--- src/rtl/fetch_cycle.sv ---
// IF stage plus IF/ID register: one outstanding imem request, a 1-entry hold buffer,
// and stall/flush/redirect handling.
module fetch_cycle #(
  parameter logic [31:0] RESET_PC  = 32'h0000_0000,
  parameter logic [31:0] NOP_INSTR = 32'h0000_0013
) (
  input  logic        clock,
  input  logic        reset,
  input  logic        StallF,
  input  logic        StallD,
  input  logic        FlushD,
  input  logic        PCSrcE,
  input  logic [31:0] PCTargetE,
  output logic        imem_req,
  output logic [31:0] imem_addr,
  input  logic        imem_gnt,
  input  logic        imem_rvalid,
  input  logic [31:0] imem_rdata,
  output logic [31:0] InstrD,
  output logic [31:0] PCD,
  output logic [31:0] PCPlus4D,
  output logic        ValidD
);

  // state  | meaning
  // S_REQ  | request PCF (unless StallF)
  // S_WAIT | request granted, waiting for imem_rvalid
  // S_HOLD | delivered instruction parked in buffer while StallD
  typedef enum logic [1:0] {
    S_REQ  = 2'd0,
    S_WAIT = 2'd1,
    S_HOLD = 2'd2
  } state_t;

  state_t      state, state_nx;
  logic [31:0] pcf, pcf_nx;
  logic        stale, stale_nx;
  logic [31:0] buf_q, buf_nx;
  logic [31:0] instr_nx, pcd_nx, pcp4_nx;
  logic        valid_nx;

  logic        grant;
  logic        deliver;
  logic [31:0] fetched;
  logic [31:0] pcf_plus4;

  assign grant     = imem_req & imem_gnt;
  assign deliver   = ((state == S_WAIT) & imem_rvalid & ~stale) | (state == S_HOLD);
  assign fetched   = (state == S_HOLD) ? buf_q : imem_rdata;
  assign pcf_plus4 = pcf + 32'd4;

  always_ff @(posedge clock) begin
    if (!reset) begin
      state    <= S_REQ;
      pcf      <= RESET_PC;
      stale    <= 1'b0;
      buf_q    <= NOP_INSTR;
      InstrD   <= NOP_INSTR;
      PCD      <= 32'd0;
      PCPlus4D <= 32'd0;
      ValidD   <= 1'b0;
    end else begin
      state    <= state_nx;
      pcf      <= pcf_nx;
      stale    <= stale_nx;
      buf_q    <= buf_nx;
      InstrD   <= instr_nx;
      PCD      <= pcd_nx;
      PCPlus4D <= pcp4_nx;
      ValidD   <= valid_nx;
    end
  end

  always_comb begin
    state_nx = state;
    pcf_nx   = pcf;
    stale_nx = stale;
    buf_nx   = buf_q;
    instr_nx = InstrD;
    pcd_nx   = PCD;
    pcp4_nx  = PCPlus4D;
    valid_nx = ValidD;

    if (PCSrcE) begin
      pcf_nx   = PCTargetE;
      instr_nx = NOP_INSTR;
      valid_nx = 1'b0;
      case (state)
        S_REQ: begin
          if (grant) begin
            stale_nx = 1'b1;
            state_nx = S_WAIT;
          end
        end
        S_WAIT: begin
          if (imem_rvalid) begin
            stale_nx = 1'b0;
            state_nx = S_REQ;
          end else begin
            stale_nx = 1'b1;
          end
        end
        default: state_nx = S_REQ;
      endcase
    end else begin
      case (state)
        S_REQ:   if (grant) state_nx = S_WAIT;
        S_WAIT: begin
          if (imem_rvalid && stale) begin
            stale_nx = 1'b0;
            state_nx = S_REQ;
          end
        end
        S_HOLD:  state_nx = S_HOLD;
        default: state_nx = S_REQ;
      endcase

      // A flushed delivery is consumed: PCF still moves past it.
      if (deliver) begin
        if (FlushD || !StallD) begin
          pcf_nx   = pcf_plus4;
          state_nx = S_REQ;
        end else begin
          buf_nx   = fetched;
          state_nx = S_HOLD;
        end
      end

      if (FlushD) begin
        instr_nx = NOP_INSTR;
        valid_nx = 1'b0;
      end else if (!StallD) begin
        if (deliver) begin
          instr_nx = fetched;
          pcd_nx   = pcf;
          pcp4_nx  = pcf_plus4;
          valid_nx = 1'b1;
        end else begin
          instr_nx = NOP_INSTR;
          valid_nx = 1'b0;
        end
      end
    end
  end

  always_comb begin
    imem_req  = reset & (state == S_REQ) & ~StallF;
    imem_addr = {pcf[31:2], 2'b00};
  end

endmodule

--- config.mk ---
export PLATFORM = sky130hd
export DESIGN_NAME = fetch_cycle
export DESIGN_NICKNAME = d
export VERILOG_FILES = /design/src/rtl/fetch_cycle.sv
export SDC_FILE = /design/constraint.sdc
export NUM_CORES = 1
export LEC_CHECK = 0
export CORE_MARGIN = 3
export CORE_UTILIZATION = 40
export DETAILED_ROUTE_END_ITERATION = 16
export GPL_TIMING_DRIVEN = 0
export HOLD_SLACK_MARGIN = 0.03
export PLACE_DENSITY = 0.8
export SLEW_MARGIN = 40
export SYNTH_ARGS = -nofsm -noshare
export SYNTH_HDL_FRONTEND = slang
export SYNTH_SLANG_ARGS = --single-unit
--- constraint.sdc ---
create_clock -name clock -period 6.7 [get_ports clock]
set_input_delay 1.34 -clock clock [delete_from_list [all_inputs] [get_ports clock]]
set_output_delay 1.34 -clock clock [all_outputs]
set_load 0.01 [all_outputs]
==> impl_metrics.tcl <==
set metrics [dict create \
    top_usage_layer "met2" \
    antenna_found_initial 0 \
    vias 7514 \
    stdcell_area_sq_um 10200 \
    max_freq_mhz 226 \
    synth_edf_count 0 \
    rsz0062_at_grt "no" \
    async_reset_ff_share_pct 0 \
    cts_sinks 162 \
    yosysTopAreaCell "dfxtp_1" \
    critPathMaxStageDelay_ns 0.68 \
    critPathKind "in2out" \
    post-place-ws_ns 2.31 \
    maxCapViolCount 0 \
    post_cts_resized 0 \
    final_core_util_pct 57.9 \
    initial_utilization_pct 41.5 \
    ios 202 \
    fillers 1582 \
    syn_avg_cell_area_sq_um 7.75 \
    drt-initial-drc-count 636 \
    cts_max_level 4 \
    status "finished, final reports clean" \
    clk_latency_ns 0.42 \
    grt_max_degree 17 \
    gr-usage-all-layers_pct 23.7 \
    hold_viol 0 \
    fp.dieArea_sq_um 19900 \
    gp_congestion 0.938 \
    ys_types 51 \
    layout.cells.non_filler 1399 \
    die_width_um 141 \
    p_per_area_nw_per_um2 219 \
    first_pass_iters 5 \
    grt.met2_usage_pct 36.3 \
    start_kind "input pin" \
    cp_max_fo 10 \
    met3_usage_pct 5.80 \
    multi_input_area_sq_um 3490 \
    tightest_slew_ns 0.792 \
    synth-warning-count 0 \
    synth-seq-cells 162 \
    nNetsFinal 1234 \
    path_clk_slew_ns 0.06 \
    path_cells "clkbuf_1, inv_1, nor4_1, clkdlybuf4s50_1" \
    crit_start "reset" \
    clock_tree.root_cell "clkbuf_16" \
    clock_skew_ns 0.00611 \
    post_cts_buffers 0 \
    first_global_vias 7045 \
    finalSetupViolCount 0 \
    crit_path_end_kind "primary output" \
    peakVddDrop_uv 197 \
    cts_buffers 17 \
    overflow 0 \
    hp-start "buf_q[13]$_SDFFE_PN0P_" \
    timing.final.crit_share_pct 66.1 \
    rows 48 \
    cts_hold_buf 0 \
    area_delta_synth_final_pct 39.6 \
    ant_nets 0 \
    crit_family "buffers and inverters" \
    drv_slew 0 \
    ys.flop_type "dfxtp_1" \
    regArea_sq_um 3240 \
    setup_slack_ns 2.27 \
    synthCells 942 \
    drc 0 \
    dpl_cell_area_sq_um 9580 \
    routed_via_density 5.37 \
    reg2reg_slack_ns 3.92 \
    coreArea_sq_um 17600 \
    drive_above_1_share_pct 7.08 \
    syn_area_sq_um 7300 \
    critPathRequiredTime_ns 5.36 \
    place_inst 1367 \
    grt_first_pass_wirelength_um 37700 \
    drt-total-wl_um 24100 \
    synth_top_cell_area_share_pct 44.4 \
    grtUsageMet1_pct 31.0 \
    cp_num_buf_inv 3 \
    fin_hold_ws_ns 0.453 \
    dp_hpwl_um 17800 \
    ctsLongestPathBuffers 2 \
    r2r_start "state[0]$_SDFFE_PN0P_" \
    cts_tree "yes" \
    detail_route.wl_per_cell_um 17.2 \
    period_needed_ns 4.43 \
    min_path_type "reg2reg" \
    arrival_ns 3.09 \
    dieHeight_um 141 \
    final_common_cell "nand2_1" \
    synth_seq_area_share_pct 44.4 \
    max_slew_margin_pct 47.1 \
    cp_slowest_cell "clkdlybuf4s50_1" \
    tns_ns 0 \
    port_buffers 198 \
    yosys-top-cells-area "dfxtp_1, nand2_1, a21oi_1" \
    finalPower_mw 2.23 \
    p_leak_nw 3.54 \
    layout.cells.most_common_list "nand2_1, clkdlybuf4s50_1, dfxtp_1" \
]
[where the power goes]
group | leakage, nW | internal [mW] | switching (mW)
registers | 1.31 | 0.980 | 0.0212
logic | 1.93 | 0.112 | 0.104
clock network | 0.298 | 0.623 | 0.390
[sequential cells by signal (all words and copies together) (netlist names)]
name / count
ValidD: 1
stale: 1
state: 2
InstrD: 32
buf_q: 32
pcf: 32
PCPlus4D: 30
PCD: 32
[layer usage]
layer | wire [um] | vias to the layer above
met5 | 0 | -
met4 | 1180 | 0
met3 | 1830 | 69
met2 | 10800 | 326
met1 | 10300 | 3513
li1 | - | 3606
[synthesized netlist by cell type, types with 3 or more instances]
master    instances
nand2_1         210
buf_2             7
nor4bb_1          3
nor2b_1           5
nand4_1           9
buf_4            34
and4_1            3
a22oi_1          22
inv_1             7
or3_1             8
nor4_1           13
a31oi_1           5
xor2_1            9
or4_1             4
clkbuf_1         66
nor3_1           24
nor3b_1           3
xnor2_1          34
o21ai_0          58
mux2i_1          12
nor2_1           71
nand2b_1          3
a211oi_1         18
dfxtp_1         162
and3_1            6
and2_1            5
nand3_1          17
buf_1             3
a21oi_1          99
[final timing paths]
check | to | cells past startpoint
worst max-delay path | imem_req | 4
worst min-delay path | buf_q[13]$_SDFFE_PN0P_ | 2
worst max register to register | PCPlus4D[23]$_SDFFE_PN0P_ | 5
worst min register to register | buf_q[13]$_SDFFE_PN0P_ | 2
[layout make-up]
class | count | area share (%)
Inverter | 7 | 0.258
Antenna cell | 1 | 0.0245
Sequential cell | 162 | 31.8
Timing Repair Buffer | 199 | 19.5
Tap cell | 225 | 2.76
Clock buffer | 22 | 4.75
Buffer | 111 | 5.44
Clock inverter | 9 | 1.26
Multi-Input combinational cell | 663 | 34.2
[worst register-to-register path, cell delays in order (launching register included)]
cell       delay, ns
dfxtp_1         0.45
nand4bb_1       0.26
a2111oi_2       0.83
clkbuf_1        0.45
clkbuf_1        0.50
a21oi_1         0.15
[cell families (layout without fill, tap and decap cells)]
group,count (synthesis),in the layout,synth area share [%]
AND/OR/NAND/NOR,391,391,23.8
AO/OA/AOI/OAI,213,213,16.6
flip-flops,162,162,44.4
buffers and inverters,118,348,7.95
XOR/XNOR,43,43,5.16
multiplexers,13,13,1.80
adder cells (fa/ha/maj),1,1,0.171
other,1,3,0.0513
No activity file was read; power rests on OpenSTA's default activity.
